===== src/rtl/hba_pkg.sv =====
// ----------------------------------------------------------------------------
// hba_pkg : shared HBA widths, peripheral slot numbers, arbiter state encoding
// Revision: 1.0
// ----------------------------------------------------------------------------
`default_nettype none

package hba_pkg;

  localparam int DEF_NUM_MASTERS       = 2;
  localparam int DEF_DBUS_WIDTH        = 8;
  localparam int DEF_PERIPH_ADDR_WIDTH = 4;
  localparam int DEF_REG_ADDR_WIDTH    = 8;
  localparam int DEF_ADDR_WIDTH        = DEF_PERIPH_ADDR_WIDTH + DEF_REG_ADDR_WIDTH;
  localparam int DEF_TIMEOUT_CYCLES    = 255;

  localparam logic [DEF_PERIPH_ADDR_WIDTH-1:0] SLOT_TBC     = 4'd0;
  localparam logic [DEF_PERIPH_ADDR_WIDTH-1:0] SLOT_BASICIO = 4'd1;
  localparam logic [DEF_PERIPH_ADDR_WIDTH-1:0] SLOT_QTR     = 4'd2;
  localparam logic [DEF_PERIPH_ADDR_WIDTH-1:0] SLOT_MOTOR   = 4'd3;
  localparam logic [DEF_PERIPH_ADDR_WIDTH-1:0] SLOT_SONAR   = 4'd4;

  typedef enum logic [1:0] {
    ARB_IDLE    = 2'd0,
    ARB_GRANT   = 2'd1,
    ARB_RELEASE = 2'd2
  } arb_state_e;

  // Index width that stays legal for a single-master build.
  function automatic int idx_width(input int n);
    return (n > 1) ? $clog2(n) : 1;
  endfunction

endpackage

`default_nettype wire


===== src/rtl/hba_master_arbiter_if.sv =====
// ----------------------------------------------------------------------------
// hba_master_arbiter_if : master-facing and slave-facing HBA bus signals
// Revision: 1.0
// ----------------------------------------------------------------------------
`default_nettype none

interface hba_master_arbiter_if
  import hba_pkg::*;
#(
  parameter int NUM_MASTERS = DEF_NUM_MASTERS,
  parameter int DBUS_WIDTH  = DEF_DBUS_WIDTH,
  parameter int ADDR_WIDTH  = DEF_ADDR_WIDTH
);

  logic [NUM_MASTERS-1:0]            m_mrequest;
  logic [NUM_MASTERS*ADDR_WIDTH-1:0] m_abus;
  logic [NUM_MASTERS-1:0]            m_rnw;
  logic [NUM_MASTERS-1:0]            m_select;
  logic [NUM_MASTERS*DBUS_WIDTH-1:0] m_dbus;
  logic [NUM_MASTERS-1:0]            m_mgrant;
  logic                              m_xferack;
  logic [DBUS_WIDTH-1:0]             m_dbus_rd;

  logic [ADDR_WIDTH-1:0]             hba_abus;
  logic                              hba_rnw;
  logic                              hba_select;
  logic [DBUS_WIDTH-1:0]             hba_dbus_wr;
  logic                              hba_xferack;
  logic [DBUS_WIDTH-1:0]             hba_dbus;

  // The arbiter is the slave of the requesting masters and drives the shared bus.
  modport slave (
    input  m_mrequest, m_abus, m_rnw, m_select, m_dbus, hba_xferack, hba_dbus,
    output m_mgrant, m_xferack, m_dbus_rd, hba_abus, hba_rnw, hba_select, hba_dbus_wr
  );

  modport master (
    output m_mrequest, m_abus, m_rnw, m_select, m_dbus, hba_xferack, hba_dbus,
    input  m_mgrant, m_xferack, m_dbus_rd, hba_abus, hba_rnw, hba_select, hba_dbus_wr
  );

endinterface

`default_nettype wire


===== src/rtl/hba_rr_pick.sv =====
// ----------------------------------------------------------------------------
// hba_rr_pick : combinational round-robin picker, first requester from ptr up
// Revision: 1.0
// ----------------------------------------------------------------------------
`default_nettype none

module hba_rr_pick
  import hba_pkg::*;
#(
  parameter int NUM_MASTERS = DEF_NUM_MASTERS,
  parameter int IDX_WIDTH   = idx_width(NUM_MASTERS)
) (
  input  logic [NUM_MASTERS-1:0] req,
  input  logic [IDX_WIDTH-1:0]   ptr,
  output logic [NUM_MASTERS-1:0] grant_oh,
  output logic [IDX_WIDTH-1:0]   grant_idx,
  output logic                   valid
);

  logic [NUM_MASTERS-1:0] rot;
  int                     sum;

  always_comb begin
    // rot[k] is the request of master (ptr+k) mod NUM_MASTERS.
    rot       = NUM_MASTERS'({req, req} >> ptr);
    grant_oh  = '0;
    grant_idx = '0;
    valid     = 1'b0;
    sum       = 0;
    for (int k = 0; k < NUM_MASTERS; k++) begin
      if (!valid && rot[k]) begin
        valid = 1'b1;
        sum   = int'(ptr) + k;
        if (sum >= NUM_MASTERS) begin
          sum = sum - NUM_MASTERS;
        end
        grant_idx = IDX_WIDTH'(sum);
        grant_oh  = NUM_MASTERS'(1) << sum;
      end
    end
  end

endmodule

`default_nettype wire


===== src/rtl/hba_master_arbiter.sv =====
// ----------------------------------------------------------------------------
// hba_master_arbiter : round-robin HBA bus arbiter/mux with slave timeout ack
// Revision: 1.0
// ----------------------------------------------------------------------------
`default_nettype none

module hba_master_arbiter
  import hba_pkg::*;
#(
  parameter int NUM_MASTERS       = DEF_NUM_MASTERS,
  parameter int DBUS_WIDTH        = DEF_DBUS_WIDTH,
  parameter int PERIPH_ADDR_WIDTH = DEF_PERIPH_ADDR_WIDTH,
  parameter int REG_ADDR_WIDTH    = DEF_REG_ADDR_WIDTH,
  parameter int ADDR_WIDTH        = PERIPH_ADDR_WIDTH + REG_ADDR_WIDTH,
  parameter int TIMEOUT_CYCLES    = DEF_TIMEOUT_CYCLES
) (
  input  logic                 hba_clk,
  input  logic                 hba_reset_n,
  hba_master_arbiter_if.slave  bus,
  output logic                 timeout_err
);

  localparam int              IDX_WIDTH = idx_width(NUM_MASTERS);
  localparam logic [7:0]      TMO_MAX   = 8'(TIMEOUT_CYCLES);
  localparam logic [IDX_WIDTH-1:0] IDX_LAST = IDX_WIDTH'(NUM_MASTERS - 1);

  arb_state_e             state_q, state_d;
  logic [NUM_MASTERS-1:0] grant_q, grant_d;
  logic [IDX_WIDTH-1:0]   idx_q, idx_d;
  logic [IDX_WIDTH-1:0]   rr_ptr_q, rr_ptr_d;
  logic [7:0]             tmo_cnt_q, tmo_cnt_d;

  logic [NUM_MASTERS-1:0] pick_oh;
  logic [IDX_WIDTH-1:0]   pick_idx;
  logic                   pick_valid;

  logic                   any_grant;
  logic [ADDR_WIDTH-1:0]  mux_abus;
  logic                   mux_rnw;
  logic                   mux_select;
  logic [DBUS_WIDTH-1:0]  mux_dbus;
  logic                   timeout_hit;

  hba_rr_pick #(
    .NUM_MASTERS (NUM_MASTERS),
    .IDX_WIDTH   (IDX_WIDTH)
  ) u_rr_pick (
    .req       (bus.m_mrequest),
    .ptr       (rr_ptr_q),
    .grant_oh  (pick_oh),
    .grant_idx (pick_idx),
    .valid     (pick_valid)
  );

  always_ff @(posedge hba_clk or negedge hba_reset_n) begin
    if (!hba_reset_n) begin
      state_q   <= ARB_IDLE;
      grant_q   <= '0;
      idx_q     <= '0;
      rr_ptr_q  <= '0;
      tmo_cnt_q <= '0;
    end else begin
      state_q   <= state_d;
      grant_q   <= grant_d;
      idx_q     <= idx_d;
      rr_ptr_q  <= rr_ptr_d;
      tmo_cnt_q <= tmo_cnt_d;
    end
  end

  always_comb begin
    state_d  = state_q;
    grant_d  = grant_q;
    idx_d    = idx_q;
    rr_ptr_d = rr_ptr_q;
    case (state_q)
      ARB_IDLE: begin
        if (pick_valid) begin
          grant_d = pick_oh;
          idx_d   = pick_idx;
          state_d = ARB_GRANT;
        end
      end
      ARB_GRANT: begin
        // Only the owner's request matters; others wait for the next IDLE.
        if (!(|(bus.m_mrequest & grant_q))) begin
          grant_d  = '0;
          rr_ptr_d = (idx_q == IDX_LAST) ? '0 : idx_q + 1'b1;
          state_d  = ARB_RELEASE;
        end
      end
      ARB_RELEASE: begin
        state_d = ARB_IDLE;
      end
      default: begin
        grant_d = '0;
        state_d = ARB_IDLE;
      end
    endcase
  end

  always_comb begin
    mux_abus   = '0;
    mux_rnw    = 1'b0;
    mux_select = 1'b0;
    mux_dbus   = '0;
    for (int i = 0; i < NUM_MASTERS; i++) begin
      if (grant_q[i]) begin
        mux_abus   = mux_abus   | bus.m_abus[i*ADDR_WIDTH +: ADDR_WIDTH];
        mux_rnw    = mux_rnw    | bus.m_rnw[i];
        mux_select = mux_select | bus.m_select[i];
        mux_dbus   = mux_dbus   | bus.m_dbus[i*DBUS_WIDTH +: DBUS_WIDTH];
      end
    end
  end

  assign any_grant       = |grant_q;
  assign bus.m_mgrant    = grant_q;
  assign bus.hba_abus    = mux_abus;
  assign bus.hba_rnw     = mux_rnw;
  assign bus.hba_select  = mux_select;
  assign bus.hba_dbus_wr = mux_dbus;

  // A real slave ack in the timeout cycle wins over the forced ack.
  assign timeout_hit = mux_select && !bus.hba_xferack && (tmo_cnt_q == TMO_MAX);

  always_comb begin
    tmo_cnt_d = tmo_cnt_q + 8'd1;
    if (!mux_select || bus.hba_xferack || timeout_hit) begin
      tmo_cnt_d = '0;
    end
  end

  assign bus.m_xferack = any_grant && (bus.hba_xferack || timeout_hit);
  assign bus.m_dbus_rd = (any_grant && !timeout_hit) ? bus.hba_dbus : '0;
  assign timeout_err   = timeout_hit;

endmodule

`default_nettype wire

===== src/flat_wrapper.sv =====
// flat-port wrapper written by rule: the top's interface ports become plain ports
module hba_master_arbiter_flat import hba_pkg::*;
#(
  parameter int NUM_MASTERS       = DEF_NUM_MASTERS,
  parameter int DBUS_WIDTH        = DEF_DBUS_WIDTH,
  parameter int PERIPH_ADDR_WIDTH = DEF_PERIPH_ADDR_WIDTH,
  parameter int REG_ADDR_WIDTH    = DEF_REG_ADDR_WIDTH,
  parameter int ADDR_WIDTH        = PERIPH_ADDR_WIDTH + REG_ADDR_WIDTH,
  parameter int TIMEOUT_CYCLES    = DEF_TIMEOUT_CYCLES
)
  (hba_clk, hba_reset_n, timeout_err, bus_m_mrequest, bus_m_abus, bus_m_rnw, bus_m_select, bus_m_dbus, bus_hba_xferack, bus_hba_dbus, bus_m_mgrant, bus_m_xferack, bus_m_dbus_rd, bus_hba_abus, bus_hba_rnw, bus_hba_select, bus_hba_dbus_wr);
  hba_master_arbiter_if #(.NUM_MASTERS(NUM_MASTERS), .DBUS_WIDTH(DBUS_WIDTH), .ADDR_WIDTH(ADDR_WIDTH)) bus_i ();
  input  logic hba_clk;
  input  logic hba_reset_n;
  output logic timeout_err;
  input wire logic [$bits(bus_i.m_mrequest)-1:0] bus_m_mrequest;
  input wire logic [$bits(bus_i.m_abus)-1:0] bus_m_abus;
  input wire logic [$bits(bus_i.m_rnw)-1:0] bus_m_rnw;
  input wire logic [$bits(bus_i.m_select)-1:0] bus_m_select;
  input wire logic [$bits(bus_i.m_dbus)-1:0] bus_m_dbus;
  input wire logic [$bits(bus_i.hba_xferack)-1:0] bus_hba_xferack;
  input wire logic [$bits(bus_i.hba_dbus)-1:0] bus_hba_dbus;
  output wire logic [$bits(bus_i.m_mgrant)-1:0] bus_m_mgrant;
  output wire logic [$bits(bus_i.m_xferack)-1:0] bus_m_xferack;
  output wire logic [$bits(bus_i.m_dbus_rd)-1:0] bus_m_dbus_rd;
  output wire logic [$bits(bus_i.hba_abus)-1:0] bus_hba_abus;
  output wire logic [$bits(bus_i.hba_rnw)-1:0] bus_hba_rnw;
  output wire logic [$bits(bus_i.hba_select)-1:0] bus_hba_select;
  output wire logic [$bits(bus_i.hba_dbus_wr)-1:0] bus_hba_dbus_wr;
  assign bus_i.m_mrequest = bus_m_mrequest;
  assign bus_i.m_abus = bus_m_abus;
  assign bus_i.m_rnw = bus_m_rnw;
  assign bus_i.m_select = bus_m_select;
  assign bus_i.m_dbus = bus_m_dbus;
  assign bus_i.hba_xferack = bus_hba_xferack;
  assign bus_i.hba_dbus = bus_hba_dbus;
  assign bus_m_mgrant = bus_i.m_mgrant;
  assign bus_m_xferack = bus_i.m_xferack;
  assign bus_m_dbus_rd = bus_i.m_dbus_rd;
  assign bus_hba_abus = bus_i.hba_abus;
  assign bus_hba_rnw = bus_i.hba_rnw;
  assign bus_hba_select = bus_i.hba_select;
  assign bus_hba_dbus_wr = bus_i.hba_dbus_wr;
  hba_master_arbiter #(.NUM_MASTERS(NUM_MASTERS), .DBUS_WIDTH(DBUS_WIDTH), .PERIPH_ADDR_WIDTH(PERIPH_ADDR_WIDTH), .REG_ADDR_WIDTH(REG_ADDR_WIDTH), .ADDR_WIDTH(ADDR_WIDTH), .TIMEOUT_CYCLES(TIMEOUT_CYCLES)) u_core (.hba_clk(hba_clk), .hba_reset_n(hba_reset_n), .bus(bus_i), .timeout_err(timeout_err));
endmodule

===== config.mk =====
export PLATFORM = sky130hd
export DESIGN_NAME = hba_master_arbiter_flat
export DESIGN_NICKNAME = d
export VERILOG_FILES = /design/src/rtl/hba_pkg.sv /design/src/rtl/hba_master_arbiter_if.sv /design/src/rtl/hba_rr_pick.sv /design/src/rtl/hba_master_arbiter.sv /design/src/flat_wrapper.sv
export SDC_FILE = /design/constraint.sdc
export NUM_CORES = 1
export LEC_CHECK = 0
export ABC_CLOCK_PERIOD_IN_PS = 1500
export BUFFER_PORTS_ARGS = -buffer_cell sky130_fd_sc_hd__buf_2
export CAP_MARGIN = 20
export CELL_PAD_IN_SITES_DETAIL_PLACEMENT = 1
export CELL_PAD_IN_SITES_GLOBAL_PLACEMENT = 2
export CORE_AREA = 2 2 78 80
export CTS_CLUSTER_DIAMETER = 30
export DETAILED_ROUTE_END_ITERATION = 6
export DIE_AREA = 0 0 80 82
export GPL_TIMING_DRIVEN = 0
export PLACE_DENSITY_LB_ADDON = 0.12
export SLEW_MARGIN = 10
export SYNTH_ARGS = -nofsm -noshare
export SYNTH_HDL_FRONTEND = slang
export SYNTH_SLANG_ARGS = --single-unit

===== constraint.sdc =====
create_clock -name hba_clk -period 1.5 [get_ports hba_clk]
set_input_delay 0.075 -clock hba_clk [delete_from_list [all_inputs] [get_ports hba_clk]]
set_output_delay 0.075 -clock hba_clk [all_outputs]
set_load 0.05 [all_outputs]

# After elaboration in Yosys (flattened, before gate mapping)
# Index checks and enable logic that the tools add are counted.
# classes
addsub	5
eq_ne	5
muxes	27
shifts	3
mul	0
order_cmp	2
bitwise_logic	7
div	0
reduce_logical	19
# ops
operator	n
2-to-1 mux 32 bit	4
<< shifter 1 x 32 -> 2 bit (first input constant)	2
2-to-1 mux 8 bit	4
2-to-1 mux 12 bit	2
2-to-1 mux 2 bit	6
OR 12 bit	1
2-to-1 mux 1 bit	9
adder 8 x 1 -> 8 bit (second input constant)	1
equality test 8 bit (second input constant)	1
OR 8 bit	1
case mux 2 bit (3 select lines)	1
AND reduction 2 bit	3
logical AND 1 bit	5
zero test 1 bit	4
case mux 2 bit (2 select lines)	1
OR reduction 2 bit	2
>> shifter 4 x 1 -> 2 bit	1
logical OR 1 bit	3
AND reduction 3 bit	1
subtractor 1 x 2 -> 3 bit (second input constant)	1
subtractor 2 x 2 -> 3 bit (second input constant)	1
adder 1 x 1 -> 2 bit (second input constant)	1
AND 2 bit	1
equality test 2 x 1 -> 1 bit (second input constant)	1
9 further kinds	11
# word_totals
memories	0
elab_cells	73
latchBits	0
romBits	0
mem_bits_rw	0
input_bits	57
regBits	14

# Logic depth before layout (Yosys ltp)
# logic_depth
depth_word	9
mapped_depth	5

# Hierarchy
# A second synthesis with hierarchy kept.
# hier_totals
cells_unflattened	115
area_unflattened_um2	1011.0
# by_module_without_submodules
mod	n_inst	cells_each	area_per_inst_um2
hba_master_arbiter	1	110	978.4
hba_rr_pick	1	5	32.5

# Worst setup path before layout
# OpenSTA, ideal clock, no wires.
# synth_timing
path_kind	reg2out
startpoint	register u_core.grant_q[0], in the netlist u_core.bus.m_mgrant[0]
endpoint	output bus_m_dbus_rd[0]
required_ns	1.425
t_arrival_ns	2.331
path_buffers	2
setup_slack_ns	-0.906
path_stages_with_launch	6
path_cell_list	dfrtp_1 buf_2 a22o_1 nor2b_1 buf_2 a21oi_1
# synth_via
elab_chain_cells	8
elab_cells_between_ends	9
# synth_rtl
item	line	rtl
from (decl)	hba_master_arbiter.sv:28	logic [NUM_MASTERS-1:0] grant_q, grant_d;
from (signal assigned)	hba_master_arbiter.sv:64	grant_q <= grant_d;
2-to-1 mux 1 bit (*)	hba_master_arbiter.sv:108	if (grant_q[i]) begin
OR 1 bit	hba_master_arbiter.sv:111	mux_select = mux_select | bus.m_select[i];
2-to-1 mux 1 bit (*)	hba_master_arbiter.sv:108	
net bus_hba_select	flat_wrapper.sv:28	output wire logic [$bits(bus_i.hba_select)-1:0] bus_hba_select;
logical AND 1 bit (*) (2 in a row)	hba_master_arbiter.sv:125	assign timeout_hit = mux_select && !bus.hba_xferack && (tmo_cnt_q == TMO_MAX);
zero test 1 bit (*)	hba_master_arbiter.sv:135	assign bus.m_dbus_rd = (any_grant && !timeout_hit) ? bus.hba_dbus : '0;
logical AND 1 bit (*)	hba_master_arbiter.sv:135	
2-to-1 mux 8 bit (*)	hba_master_arbiter.sv:135	
to (decl)	flat_wrapper.sv:25	output wire logic [$bits(bus_i.m_dbus_rd)-1:0] bus_m_dbus_rd;
# The timed path passes the listed nets; every way through them passes the cells marked *.

# Worst setup path after layout
# layout_timing
startpoint	register u_core.grant_q[0], in the netlist u_core.bus.m_mgrant[0]
endpoint	output bus_m_dbus_rd[7]
# layout_via
elab_chain_cells	8
elab_cells_between_ends	9
# layout_rtl
item	line
2-to-1 mux 1 bit	hba_master_arbiter.sv:108
OR 1 bit	hba_master_arbiter.sv:111
2-to-1 mux 1 bit	hba_master_arbiter.sv:108
logical AND 1 bit (2 in a row)	hba_master_arbiter.sv:125
zero test 1 bit	hba_master_arbiter.sv:135
logical AND 1 bit (*)	hba_master_arbiter.sv:135
2-to-1 mux 8 bit (*)	hba_master_arbiter.sv:135
# Mark *: on every way between the ends. The rest lies on a longest branch, timed or not.

==> flow_metrics.tcl <==
set metrics [dict create \
    drtAntennaViolNets 0 \
    p_per_area_mw_per_mm2 1800 \
    drt_wl_total_um 4560 \
    cts_tree "done" \
    worstHoldStart "bus_m_mrequest[0]" \
    critical_path_buf_inv_count 2 \
    drtPass1Iterations 4 \
    root_buffer "clkbuf_8" \
    final-hold-violation-count 0 \
    drive_above_1_share_pct 69.5 \
    cts_buffer_depth 2 \
    rr_endpoint "u_core.tmo_cnt_q[0]$_DFF_PN0_" \
    place_congestion 0.816 \
    slowest_stage "dfrtp_2" \
    synth_top_cell_area_share_pct 35.2 \
    die_h_um 82 \
    post-synth-top-count-cell "a22o_1" \
    timing.final.setup_violations 20 \
    portBuffers 89 \
    path_max_fanout 5 \
    yosys_warnings 0 \
    r2r-start "u_core.tmo_cnt_q[1]$_DFF_PN0_" \
    startpoint_type "register" \
    cp-end-kind "output pin" \
    clk-insertion-delay-late_ns 0.24 \
    synth_top_cells_by_count "25 x a22o_1, 15 x a21oi_1, 14 x dfrtp_1" \
    globalRouteOverflowTotal 0 \
    syn_area_um2 996 \
    syn_to_final_growth_pct 101 \
    ir_drop_mv 0.718 \
    die_area_mm2 0.00656 \
    path_clk_slew_ns 0.06 \
    io_pins 91 \
    post_drt_via_cell_ratio 4.53 \
    drv_slew 0 \
    status "complete, but fails checks" \
    dp.cells 279 \
    hold_depth 2 \
    initial_core_util_pct 17.3 \
    antenna_found_initial 0 \
    synthArstFlopShare_pct 100 \
    synth_edf_count 0 \
    synth-seq-area-share_pct 35.2 \
    vias 1351 \
    required_ns 1.42 \
    period_share_pct 107 \
    cap_violations 0 \
    finalCriticalPeriod_ns 1.61 \
    avgSynthCellArea_um2 8.66 \
    coreArea_mm2 0.00575 \
    violations "setup timing" \
    crit_chain "a22o_4, nor2b_4, buf_4, a21oi_4, buf_8" \
    n_fill_cell 683 \
    grt_use_total_pct 13.6 \
    wire_per_inst_um 15.3 \
    worstRegToRegCells 7 \
    critPathKind "reg -> out" \
    final_core_util_pct 34.8 \
    die-width_um 80 \
    synth_cell_types 31 \
    synth_seq_cells 14 \
    synth_largest_area_cell "dfrtp_1" \
    worstHoldEndpoint "u_core.idx_q$_DFFE_PN0P_" \
    rsz0062_at_grt "true" \
    drc 0 \
    holdWs_ns 0.150 \
    syn_nets 173 \
    worst_slack_ns -0.112 \
    synth_flop_cell "dfrtp_1" \
    hp-class "in -> reg" \
    grt_start_max_net_pins 15 \
    crit_family "flip-flops" \
    fin_cells 298 \
    cp_slowest_stage_delay_ns 0.44 \
    tns_ns -1.37 \
    antenna_cells 0 \
    dp_hpwl_um 3510 \
    rows 28 \
    drt_first_iter_violations 17 \
    finalNetCount 282 \
    cts-htree-levels 1 \
    worst_pin_slew_ns 0.415 \
    p_leak_nw 1.00 \
    ys_top_cells_by_area "dfrtp_1 35%, a22o_1 22%, a21oi_1 7.5%" \
    pre_cts_ws_ns -0.391 \
    r2r_slack_ns 0.13 \
    relSlewSlack_pct 72.3 \
    cts_buffers 3 \
    synth_cells 115 \
    grt_pass1_vias 1456 \
    fmax_mhz 620 \
    fin_skew_ns 0.000956 \
    clock_sinks 14 \
    grt_pass1_wl_um 7070 \
    cp_data_arrival_time_ns 1.54 \
]
[report_power, final]
part / leakage, nW / switching (mW) / internal (mW)
clock network: 0.0288 / 0.128 / 0.232
registers: 0.179 / 0.0748 / 0.465
logic: 0.797 / 1.81 / 0.887
[how the worst max path moves through the flow]
stage | cells past startpoint | from | to
6_report | 5 | u_core.bus.m_mgrant[0]$_DFFE_PN0P_ | bus_m_dbus_rd[7]
5_1_grt | 5 | u_core.bus.m_mgrant[0]$_DFFE_PN0P_ | bus_m_dbus_rd[6]
4_1_cts | 5 | u_core.bus.m_mgrant[0]$_DFFE_PN0P_ | bus_m_dbus_rd[2]
3_5_place_dp | 6 | u_core.tmo_cnt_q[0]$_DFF_PN0_ | bus_m_dbus_rd[7]
3_3_place_gp | 6 | u_core.tmo_cnt_q[0]$_DFF_PN0_ | bus_m_dbus_rd[2]
2_1_floorplan | 5 | u_core.bus.m_mgrant[0]$_DFFE_PN0P_ | bus_m_dbus_rd[0]
[worst register-to-register path, stage by stage (launching register included)]
cell     delay, ns
dfrtp_2       0.38
ha_4          0.15
nand2_4       0.05
nor3_4        0.23
buf_6         0.18
buf_4         0.11
buf_4         0.10
nor3_1        0.04
[through the flow]
step                power, mW  cell area (um^2)
floorplan                2.53              1160
global placement         3.03              1700
detailed placement       3.08              1700
CTS                      3.60              2020
global route             3.79              2000
finish                   3.59              2000
[repair_timing]
item                                    in CTS  in global routing
gates cloned                                 1                  0
buffers inserted                            18                  1
hold buffers                                 1                  0
pin swaps                                    6                  0
endpoints found under the setup margin      32                 22
gates resized for setup                     37                  4
endpoints found under the hold margin       14                  0
[flip-flops by register name (all words and copies together), names as in the netlist]
register and flops:
u_core.bus.m_mgrant 2, u_core.idx_q 1, u_core.rr_ptr_q 1, u_core.state_q 2, u_core.tmo_cnt_q 8
[layer usage]
metal | wire length (um) | vias to the layer above | track usage, %
met1 | 1780 | 651 | 15.3
li1 | - | 650 | -
met4 | 14 | 0 | 2.54
met5 | 0 | - | 0
met2 | 2450 | 48 | 26.8
met3 | 308 | 2 | 2.31
[cells by family after synthesis]
| logic type | share of synthesized area (%) |
|---|---|
| compound gates | 39.3 |
| fa+ha+maj | 1.26 |
| xor+xnor | 2.64 |
| flops | 35.2 |
| simple gates | 16.7 |
| buf+inv | 4.90 |
[layout make-up]
type / count / area (um^2) / area share, %
Buffer: 5 / 21.3 / 1.06
Clock buffer: 4 / 55.1 / 2.76
Inverter: 1 / 3.75 / 0.188
Multi-Input combinational cell: 90 / 769 / 38.5
Sequential cell: 14 / 355 / 17.8
Tap cell: 75 / 93.8 / 4.70
Timing Repair Buffer: 109 / 699 / 35.0
[cell usage in the layout, fill, tap and decap left out, types with 2 or more instances in the layout]
cell and instances:
buf_2 79, a22o_2 20, buf_4 15, nand2_1 12, dfrtp_1 10, buf_6 9
a21oi_4 8, a21oi_1 7, a22o_1 4, clkbuf_8 4, buf_8 4, dfrtp_2 4
clkbuf_1 3, nor2_1 3, nor3_1 3, clkbuf_2 2, o21ai_0 2, nand2b_1 2
nand3_1 2, xor2_1 2, o21a_1 2, a21o_1 2, a32o_1 2
(Power assumes the default switching activity.)
